[config.mk]
export PLATFORM = sky130hd
export DESIGN_NAME = s2p_link_scheduler
export DESIGN_NICKNAME = d
export VERILOG_FILES = /design/src/rtl/s2p_pkg.sv /design/src/rtl/s2p_rr_arb.sv /design/src/rtl/s2p_link_scheduler.sv
export SDC_FILE = /design/constraint.sdc
export NUM_CORES = 1
export LEC_CHECK = 0
export CORE_MARGIN = 10
export CORE_UTILIZATION = 38
export DETAILED_ROUTE_END_ITERATION = 16
export PLACE_DENSITY_LB_ADDON = 0.05
export SLEW_MARGIN = 20
export SYNTH_ARGS = -nofsm -noshare
export SYNTH_HDL_FRONTEND = slang
export SYNTH_SLANG_ARGS = --single-unit
[constraint.sdc]
create_clock -name clk -period 2.18 [get_ports clk]
set_clock_uncertainty 0.15 [all_clocks]
set_input_delay 0.327 -clock clk [delete_from_list [all_inputs] [get_ports clk]]
set_output_delay 0.327 -clock clk [all_outputs]
set_load 0.02 [all_outputs]
[src/rtl/s2p_pkg.sv]
`default_nettype none
// +----------------------------------------------------------------------+
// | s2p_pkg                                                              |
// | Shared types and defaults for the serial-to-parallel link scheduler. |
// | Revision: 1.0                                                        |
// +----------------------------------------------------------------------+
package s2p_pkg;

   localparam int S2P_DATA_W = 15;

   typedef enum logic [1:0] {
      ST_IDLE     = 2'd0,
      ST_SHIFT    = 2'd1,
      ST_WAIT_RDY = 2'd2,
      ST_GAP      = 2'd3
   } state_t;

   typedef logic owner_t;

endpackage
`default_nettype wire

[src/rtl/s2p_rr_arb.sv]
`default_nettype none
// +----------------------------------------------------------------------+
// | s2p_rr_arb                                                           |
// | Two-way round-robin arbiter; the pointer moves only on a grant.      |
// | Revision: 1.0                                                        |
// +----------------------------------------------------------------------+
module s2p_rr_arb
   import s2p_pkg::*;
(
   input  logic       clk,
   input  logic       rst_n,
   input  logic [1:0] req,
   input  logic       grant_en,
   output logic [1:0] grant
);

   owner_t     r_last;
   logic [1:0] w_grant;

   // On a tie the requester that did not win last time takes the grant.
   always_comb begin
      w_grant = 2'b00;
      if (grant_en) begin
         w_grant[0] = req[0] & (~req[1] | r_last);
         w_grant[1] = req[1] & (~req[0] | ~r_last);
      end
   end

   assign grant = w_grant;

   // Reset as if requester 1 won last, so requester 0 wins the first tie.
   always_ff @(posedge clk) begin
      if (!rst_n) begin
         r_last <= 1'b1;
      end else if (|w_grant) begin
         r_last <= w_grant[1];
      end
   end

endmodule
`default_nettype wire

[src/rtl/s2p_link_scheduler.sv]
`default_nettype none
// +----------------------------------------------------------------------+
// | s2p_link_scheduler                                                   |
// | Arbitrates two requesters and shifts the winning word MSB-first onto |
// | the converter serial pins. S2P_READY_CHECK_EN adds the ready wait.   |
// | Revision: 1.0                                                        |
// +----------------------------------------------------------------------+
module s2p_link_scheduler
   import s2p_pkg::*;
#(
   parameter int DATA_W  = S2P_DATA_W,
   parameter int DIV     = 4,
   parameter int TIMEOUT = 64,
   parameter int GAP     = 4
) (
   input  logic              clk,
   input  logic              rst_n,
   input  logic [1:0]        req,
   input  logic [DATA_W-1:0] data0,
   input  logic [DATA_W-1:0] data1,
   output logic [1:0]        ack,
   output logic [1:0]        done,
   output logic              err,
   output logic              busy,
   output logic              ser_clk,
   output logic              ser_data,
   input  logic              ser_ready
);

   localparam int DIV_W = $clog2(DIV + 1);
   localparam int BIT_W = $clog2(DATA_W);
   localparam int GAP_W = $clog2(GAP + 1);

   localparam logic [DIV_W-1:0] c_div_last = DIV_W'(DIV - 1);
   localparam logic [BIT_W-1:0] c_bit_last = BIT_W'(DATA_W - 1);
   localparam logic [GAP_W-1:0] c_gap_last = GAP_W'(GAP - 1);

   state_t              r_state;
   owner_t              r_owner;
   logic [DATA_W-2:0]   r_shift;
   logic [DIV_W-1:0]    r_div;
   logic [BIT_W-1:0]    r_bit;
   logic [GAP_W-1:0]    r_gap;
   logic [1:0]          w_grant;
   logic [DATA_W-1:0]   w_data;

`ifdef S2P_READY_CHECK_EN
   localparam int WAIT_W = $clog2(TIMEOUT + 1);
   localparam logic [WAIT_W-1:0] c_wait_last = WAIT_W'(TIMEOUT - 1);
   logic [WAIT_W-1:0]   r_wait;
`else
   logic                w_unused;
   assign w_unused = ser_ready & (TIMEOUT > 0);
`endif

   s2p_rr_arb u_arb (
      .clk      (clk),
      .rst_n    (rst_n),
      .req      (req),
      .grant_en (r_state == ST_IDLE),
      .grant    (w_grant)
   );

   assign w_data = w_grant[1] ? data1 : data0;

   always_ff @(posedge clk) begin
      if (!rst_n) begin
         r_state  <= ST_IDLE;
         r_owner  <= 1'b0;
         r_shift  <= '0;
         r_div    <= '0;
         r_bit    <= '0;
         r_gap    <= '0;
`ifdef S2P_READY_CHECK_EN
         r_wait   <= '0;
`endif
         ack      <= 2'b00;
         done     <= 2'b00;
         err      <= 1'b0;
         busy     <= 1'b0;
         ser_clk  <= 1'b0;
         ser_data <= 1'b0;
      end else begin
         ack  <= 2'b00;
         done <= 2'b00;
         err  <= 1'b0;
         case (r_state)
            ST_IDLE: begin
               if (|w_grant) begin
                  ack      <= w_grant;
                  r_owner  <= w_grant[1];
                  ser_data <= w_data[DATA_W-1];
                  r_shift  <= w_data[DATA_W-2:0];
                  r_div    <= '0;
                  r_bit    <= c_bit_last;
                  ser_clk  <= 1'b0;
                  busy     <= 1'b1;
                  r_state  <= ST_SHIFT;
               end
            end
            ST_SHIFT: begin
               if (r_div == c_div_last) begin
                  r_div <= '0;
                  if (!ser_clk) begin
                     ser_clk <= 1'b1;
                  end else begin
                     ser_clk <= 1'b0;
                     if (r_bit == '0) begin
                        ser_data <= 1'b0;
`ifdef S2P_READY_CHECK_EN
                        r_wait   <= '0;
                        r_state  <= ST_WAIT_RDY;
`else
                        done[r_owner] <= 1'b1;
                        r_gap    <= '0;
                        r_state  <= ST_GAP;
`endif
                     end else begin
                        // Next bit goes out together with the falling edge.
                        r_bit    <= r_bit - 1'b1;
                        ser_data <= r_shift[DATA_W-2];
                        r_shift  <= {r_shift[DATA_W-3:0], 1'b0};
                     end
                  end
               end else begin
                  r_div <= r_div + 1'b1;
               end
            end
`ifdef S2P_READY_CHECK_EN
            ST_WAIT_RDY: begin
               if (ser_ready) begin
                  done[r_owner] <= 1'b1;
                  r_gap         <= '0;
                  r_state       <= ST_GAP;
               end else if (r_wait == c_wait_last) begin
                  done[r_owner] <= 1'b1;
                  err           <= 1'b1;
                  r_gap         <= '0;
                  r_state       <= ST_GAP;
               end else begin
                  r_wait <= r_wait + 1'b1;
               end
            end
`endif
            ST_GAP: begin
               if (r_gap == c_gap_last) begin
                  busy    <= 1'b0;
                  r_state <= ST_IDLE;
               end else begin
                  r_gap <= r_gap + 1'b1;
               end
            end
            default: begin
               busy    <= 1'b0;
               ser_clk <= 1'b0;
               r_state <= ST_IDLE;
            end
         endcase
      end
   end

endmodule
`default_nettype wire

# Yosys cells after proc, flatten, opt, wreduce, memory -nomap -nowiden
# Index checks and enable logic that the tools add are counted.
word_totals:
  inputBits: 35
  out_inout_bits: 8
  reg_bits: 35
classes:
  n_reduce_logical: 16
  eq_ne: 11
  magnitude_cmp: 2
  bitwise: 9
  n_addsub: 3
  n_mux: 40
ops:
  columns: ["op", "count"]
  rows:
  - ["2-to-1 mux 14 bit", 4]
  - ["one-hot mux 14 bit (2 select lines)", 1]
  - ["AND reduction 5 bit", 4]
  - ["2-to-1 mux 3 bit", 6]
  - ["2-to-1 mux 4 bit", 4]
  - ["2-to-1 mux 15 bit", 1]
  - ["inequality test 2 bit, second input constant", 7]
  - ["2-to-1 mux 2 bit", 6]
  - ["one-hot mux 3 bit (2 select lines)", 2]
  - ["2-to-1 mux 1 bit", 10]
  - ["AND reduction 3 bit", 3]
  - ["one-hot mux 4 bit (2 select lines)", 1]
  - ["adder 3 x 1 -> 3 bit, second input constant", 2]
  - ["equality test 3 x 2 -> 1 bit, second input constant", 2]
  - ["one-hot mux 1 bit (3 select lines)", 2]
  - ["one-hot mux 2 bit (3 select lines)", 1]
  - ["NOT 1 bit", 5]
  - ["logical NOT 4 bit", 1]
  - ["AND reduction 2 bit", 2]
  - ["AND reduction 4 bit", 1]
  - ["nonzero test 2 bit", 2]
  - ["subtractor 4 x 1 -> 4 bit, second input constant", 1]
  - ["bitwise AND 1 bit", 2]
  - ["equality test 2 x 1 -> 1 bit, second input constant", 1]
  - ["other kinds (9)", 10]

# Longest topological paths before layout
# Gate-level depths: netlist (run 1).
depth:
  word_depth: 7
  ltp_mapped: 7

# Hierarchy
# Synthesis (run 1) repeated with hierarchy kept, for this count alone.
hier_totals:
  hier_cells: 220
  hier_area_um2: 1903.1
modules_own_cells:
  columns: ["module", "n_inst", "area_per_inst_um2", "cells_per_inst"]
  rows:
  - ["s2p_link_scheduler", 1, 1846.8, 212]
  - ["s2p_rr_arb", 1, 56.3, 8]

# Worst setup path before layout (run 1)
# OpenSTA, ideal clock, no wires.
synth_path:
  path_type: "register -> register"
  from: "reg r_div[0]"
  to: "reg r_shift[11]"
  arrival_ns: 1.548
  stages_incl_launch_ff: 7
  setup_slack_ns: 0.365
  period_less_slack_ns: 1.815
  cell_sequence: "dfxtp_1 ha_1 nand3b_4 a211oi_4 a21oi_2 buf_2 a32o_1"
synth_between:
  elab_chain_len: 3
synth_lines:
  columns: ["item", "line_no", "rtl"]
  rows:
  - ["start: declaration", "s2p_link_scheduler.sv:41", "logic [DIV_W-1:0] r_div;"]
  - ["start signal: assignment", "s2p_link_scheduler.sv:126", "r_div <= r_div + 1'b1;"]
  - ["equality test 3 x 2 -> 1 bit", "s2p_link_scheduler.sv:102", "if (r_div == c_div_last) begin"]
  - ["inequality test 2 bit (no line)", null, null]
  - ["AND reduction 5 bit (no line)", null, null]
  - ["end signal: assignment", "s2p_link_scheduler.sv:93", "r_shift <= w_data[DATA_W-2:0];"]
  - ["end signal: assignment", "s2p_link_scheduler.sv:122", "r_shift <= {r_shift[DATA_W-3:0], 1'b0};"]
  - ["end: declaration", "s2p_link_scheduler.sv:40", "logic [DATA_W-2:0] r_shift;"]
# Every way passes these cells.
# A chain may end at the register's enable or synchronous reset.

# Final worst setup path (run 1)
layout_path:
  from: "reg r_bit[0]"
  to: "reg r_shift[1]"
layout_between:
  elab_chain_len: 3
layout_lines:
  columns: ["item", "line_no", "rtl"]
  rows:
  - ["start: declaration", "s2p_link_scheduler.sv:42", "logic [BIT_W-1:0] r_bit;"]
  - ["start signal: assignment", "s2p_link_scheduler.sv:95", "r_bit <= c_bit_last;"]
  - ["start signal: assignment", "s2p_link_scheduler.sv:120", "r_bit <= r_bit - 1'b1;"]
  - ["logical NOT 4 bit", "s2p_link_scheduler.sv:108", "if (r_bit == '0) begin"]
  - ["inequality test 2 bit (no line)", null, null]
  - ["AND reduction 5 bit (no line)", null, null]
# Every way passes these cells.

==> results.toml, run 1 <==
[global_routing]
grt_antenna_before_repair = 0
grt_pass1_wl_um = 7700
grt_overflow = 0
grt_pass1_vias = 1559
grt_max_degree = 32
grt_usage = 0.111

[layout]
final_cell_mix = "40 x clkdlybuf4s50_1, 35 x dfxtp_1, 27 x nor2_1"
layout_commonest_cell = "clkdlybuf4s50_1"
layout.nets = 302
layout-drive-gt1-share = 0.136
fillers = 474
multi_input_comb_area_sq_um = 1070
final-seq-area_sq_um = 701
utilization = 0.529
stdcell_count = 331
area_growth_syn_to_layout_pct = 33.7
antenna_cells = 0

[hold_path]
hp-class = "reg2reg"
min_from = "r_owner"
hold_end = "done[0]"
whs_path_depth = 1

[cts]
numCtsBuffers = 5
cts_tree = "done"
root_buffer = "clkbuf_8"
path_clk_slew_ps = 70
cts_buffer_depth = 2
cts.sink_count = 35
clk_latency_ps = 280
cts-htree-levels = 2
ctsHoldBuffers = 0

[worst_setup_path]
r2r-end = "r_shift[1]"
slowest_stage = "a21oi_4"
endpoint_kind = "flop"
critical_path_buf_inv_count = 1
cpLargestDelayFamily = "compound AO/OA/AOI/OAI gates"
path_class = "reg2reg"
critPathLaunch = "r_bit[0]"
worstPathCellList = "inv_1 -> ha_1 -> nor3b_1 -> nand2_1 -> a21oi_4 -> a32o_1"
arrival_ps = 2060
ff2ff_path_depth = 6
rr_startpoint = "r_bit[0]"
cpPeakStageDelay_ps = 400
required_ps = 2260
crit_fanout = 13
cp-start-kind = "flop"
reg2reg_slack_ps = 190

[placed_design]
dp_cells = 323
dp_hpwl_um = 3320
place_congestion = 0.739
port_buffers = 40

[synthesis]
syn_avg_cell_area_sq_um = 8.59
synth_fp_nets = 258
synthAdderAreaFrac = 0.0266
yosys.area_share.simple = 0.305
ys_ff_latch = 35
seq_area_frac_synth = 0.373
netlist_area_sq_um = 1880
synth-main-ff-cell = "dfxtp_1"
syn_inst = 219
synth-compound-area-share = 0.228
synth_edf_count = 0
ys_warn_count = 0
synthMuxAreaShare = 0.00532
synthArstFlopShare = 0
synthDistinctLibCells = 49
synth_top_family_by_area = "simple AND/OR/NAND/NOR gates"
synth-xor-area-share = 0

[timing]
max-slew-margin-rel = 0.538
max_slew.worst_pin.slew_ps = 694
slew_violations = 0
post-route-min-period_ps = 1990
hold_viol = 0
grt_setup_unrepaired = "no"
fmax_ghz = 0.503
setup_violations = 0
tns_ps = 0
fin_crit_sh = 0.912

[floorplan]
core_sq_um = 4750
io-pin-count = 43
dieArea_sq_um = 8160
rows = 25
die_w_um = 90.3
die_height_um = 90.3
start_util = 0.396

[route]
firstDrtPassIters = 4
antenna_left = 0
wl_um = 4600
routed_via_density = 5.09
first_iter_violations = 83
wl_per_cell_um = 13.9
vias = 1684
drc = 0

[pwr]
p_per_area_nw_per_um2 = 647
power.static_leakage_uw = 0.000985
finalPower_uw = 1630
ir_drop_mv = 0.334

[run]
drv_cap = 0

[status]
status = "finished clean"
-- flip-flops by register name, indices dropped and copies added, names as in the netlist, 2 cells and up --
signal,cells
ack,2
done,2
r_bit,4
r_div,3
r_gap,3
r_shift,14
r_state,2
-- repair_timing --
| item | CTS | global route |
|---|---|---|
| setup buffers | 0 | 0 |
| gates resized for setup | 0 | 1 |
| endpoints found under the setup margin | 0 | 13 |
-- kinds of logic (layout without fill, tap and decap cells) --
logic type,after synthesis,count (layout)
simple gates,98,98
compound gates,59,59
flops,35,35
buf+inv,21,66
fa+ha+maj,4,4
other cells,1,1
mux,1,1
-- synth_stat cells (2+ instances only) --
cell	count	area [sq um]
a31oi_1	3	18.8
nor2_1	27	101
o21a_1	3	22.5
nor3_2	9	90.1
nand2_1	12	45.0
a211oi_1	2	15.0
nand3_1	3	15.0
nor2b_1	2	12.5
nand2b_1	16	100
and2_1	2	12.5
a21oi_1	23	115
inv_1	6	22.5
or3b_1	2	17.5
dfxtp_1	35	701
and3_1	2	12.5
buf_2	7	35.0
nor3b_1	3	22.5
o21ai_0	3	15.0
clkbuf_1	3	11.3
buf_4	2	15.0
ha_1	4	50.1
nand3b_1	2	15.0
a32o_1	14	140
nor3_1	9	45.0
-- where the power goes --
group | total (uW) | switching, uW | internal, uW | leakage [uW]
clock | 601 | 231 | 370 | 0.0000612
sequential | 710 | 28.0 | 682 | 0.000287
combinational | 315 | 149 | 166 | 0.000637
-- area by class of cell --
type	count	share of cell area
inverter	6	0.00896
timing repair buffer	52	0.205
clock inverter	2	0.0139
tap	67	0.0333
sequential	35	0.279
multi-input combinational	163	0.427
clock buffer	6	0.0329
-- per-stage QoR --
stage	area, sq um	hold slack [ps]	setup WS [ps]
floorplan	1880	263	365
global placement	2390	286	-70.6
detailed placement	2390	288	-84.2
CTS	2510	301	13.6
global route	2510	324	56.1
finish	2510	296	192
-- worst max-delay path by stage --
stage / cells past startpoint / slack [ps] / to
after detailed placement: 6 / -80 / r_shift[1]
final: 6 / 190 / r_shift[1]
after global routing: 6 / 60 / r_shift[1]
after CTS: 6 / 10 / r_shift[1]
after floorplan: 6 / 360 / r_shift[11]
after global placement: 6 / -70 / r_shift[1]
-- routing by layer --
layer | wire (um) | part of all wire | vias to the layer above | track usage
met5 | 0 | 0 | - | 0
met4 | 42 | 0.0091 | 0 | 0.0411
met3 | 191 | 0.042 | 5 | 0.0324
met2 | 2120 | 0.46 | 35 | 0.168
met1 | 2250 | 0.49 | 766 | 0.145
li1 | - | - | 878 | -
No activity file was read; power rests on OpenSTA's default activity.
==> inputs of run 2 (changes only) <==
- CAP_MARGIN: default -> 20
==> results of run 2 <==
Same layout as run 1: the final DEF is identical, and so are final timing and power.
==> inputs of run 3 (changes only) <==
- CORE_UTILIZATION: 38 -> 25
- SKIP_LAST_GASP: default -> 1
==> run 3 against run 2 <==
  * Clock power rose by 2%
  * Sequential share of layout area fell by 0.77 points
  * Final area rose by 2.8%
  * Clock-buffer cell count did not move
  * Setup slack got worse by 39 ps
  * Register-to-register slack got worse by 40 ps
  * Via count rose by 1.1%
  * Global-route usage fell by 1.3 points
  * Largest power group unchanged
  * Highest routed layer unchanged
==> results.toml, run 3 (synthesis gave the netlist of run 1 again) <==
[timing]
slew_violations = 0
fmax_ghz = 0.493
post-route-min-period_ps = 2030
setup_violations = 0
max-slew-margin-rel = 0.549
fin_crit_sh = 0.930
hold_viol = 0
max_slew.worst_pin.slew_ps = 676
setup_ws_ps = 153
fin_hold_ws_ps = 301
grt_setup_unrepaired = "no"

[route]
drc = 0
routed_via_density = 4.63
wl_um = 5290
firstDrtPassIters = 4
first_iter_violations = 46
vias = 1702
wl_per_cell_um = 14.4
antenna_left = 0

[floorplan]
die_height_um = 107
io-pin-count = 43
dieArea_sq_um = 11400
core_sq_um = 7290
start_util = 0.258
die_w_um = 107
rows = 31

[global_routing]
grt_pass1_wl_um = 9050
grtUsageMet1 = 0.132
grt_max_degree = 24
grt_usage = 0.0977
grt_overflow = 0
use_met3 = 0.0251
grt_pass1_vias = 1718
top_usage_layer = "met2"
grt_antenna_before_repair = 0
grt.met2_usage = 0.146

[worst_setup_path]
path_class = "reg2reg"
rr_startpoint = "r_bit[0]"
crit_fanout = 4
slowest_stage = "or3b_1"
worstPathCellList = "inv_1 -> ha_1 -> buf_4 -> or3b_1 -> o31ai_1 -> a21oi_1 -> o21a_1"
cp-start-kind = "flop"
r2r-end = "r_gap[2]"
arrival_ps = 2070
ff2ff_path_depth = 7
required_ps = 2220
cpPeakStageDelay_ps = 400
reg2reg_slack_ps = 150
endpoint_kind = "flop"

[layout]
area_growth_syn_to_layout_pct = 37.5
largest_registers = "r_shift x14, r_bit x4"
layout-drive-gt1-share = 0.152
antenna_cells = 0
final_cell_mix = "40 x clkdlybuf4s50_1, 35 x dfxtp_1, 27 x nor2_1"
largest_reg_flops = 14
fin_area_sq_um = 2580
fillers = 807
layout_commonest_cell = "clkdlybuf4s50_1"
regMostFlops = "r_shift"
layout.nets = 307

[pwr]
finalPower_uw = 1650
ir_drop_mv = 0.261
p_per_area_nw_per_um2 = 639
power.static_leakage_uw = 0.00101

[cts]
clk_latency_ps = 290
cts.sink_count = 35
root_buffer = "clkbuf_8"
path_clk_slew_ps = 80
cts_buffer_depth = 2
post_cts_buffers = 0
numCtsBuffers = 5
cts-htree-levels = 2
cts_tree = "done"

[placed_design]
place_area_sq_um = 2450
dp_hpwl_um = 3920
place_congestion = 0.722
place_ws_ps = -208
port_buffers = 40

[hold_path]
whs_path_depth = 2
min_from = "r_owner"
hold_end = "done[1]"
hp-class = "reg2reg"

[run]
drv_cap = 0

[status]
status = "finished clean"
==> run 3: cell types whose count changed in the layout (fill, tap and decap cells not counted) <==
| cell | delta |
|---|---|
| buf_4 | +6 |
| buf_12 | -1 |
| nor3_2 | -1 |
| nor3_4 | +1 |
==> run 3: how the worst max path moves through the flow <==
stage / from / end / slack [ps] / cells after the start
2_1_floorplan: r_div[0] / r_shift[11] / 360 / 6
4_1_cts: r_bit[0] / r_shift[12] / 40 / 6
3_3_place_gp: req[1] / r_shift[6] / -170 / 5
5_1_grt: r_bit[0] / r_shift[1] / 40 / 6
3_5_place_dp: req[1] / r_shift[10] / -210 / 5
6_report: r_bit[0] / r_gap[2] / 150 / 7
==> run 3: layout make-up <==
type | instances | area (sq um) | share of cell area
tap | 99 | 124 | 0.0479
multi-input combinational | 163 | 1080 | 0.418
timing repair buffer | 57 | 541 | 0.209
clock inverter | 2 | 35.0 | 0.0136
inverter | 6 | 22.5 | 0.00871
clock buffer | 6 | 82.6 | 0.0319
sequential | 35 | 701 | 0.271
==> run 3: stage by stage <==
| stage | setup TNS [ps] | cells | util |
|---|---|---|---|
| final | 0 | 368 | 0.354 |
| after global routing | 0 | 368 | 0.354 |
| after CTS | 0 | 368 | 0.353 |
| after detailed placement | -2630 | 360 | 0.336 |
| after global placement | -2100 | 360 | 0.336 |
| after floorplan | 0 | 219 | - |
==> run 3: report_power, final <==
part	total, uW	internal, uW	switching, uW
clock	616	370	245
combinational	329	171	158
sequential	707	682	25.1
==> run 3: per-layer routing <==
| layer | up-vias | part of all wire |
|---|---|---|
| li1 | 885 | - |
| met5 | - | 0 |
| met3 | 4 | 0.034 |
| met4 | 0 | 0.011 |
| met1 | 782 | 0.52 |
| met2 | 31 | 0.44 |
==> run 3: what timing repair did <==
| action | 4_1_cts | 5_1_grt |
|---|---|---|
| hold buffers | 0 | 0 |
| resized for setup | 1 | 1 |
| pin swaps | 0 | 0 |
| gates cloned | 0 | 0 |
| endpoints found under the setup margin | 13 | 13 |
==> run 3: worst max-delay path, delay by kind of cell (launching register included) <==
| kind | cells | cell delay [ps] |
|---|---|---|
| AO/OA/AOI/OAI | 3 | 680 |
| AND/OR/NAND/NOR | 1 | 400 |
| flip-flops | 1 | 340 |
| buffers and inverters | 2 | 190 |
| adder cells (fa/ha/maj) | 1 | 170 |
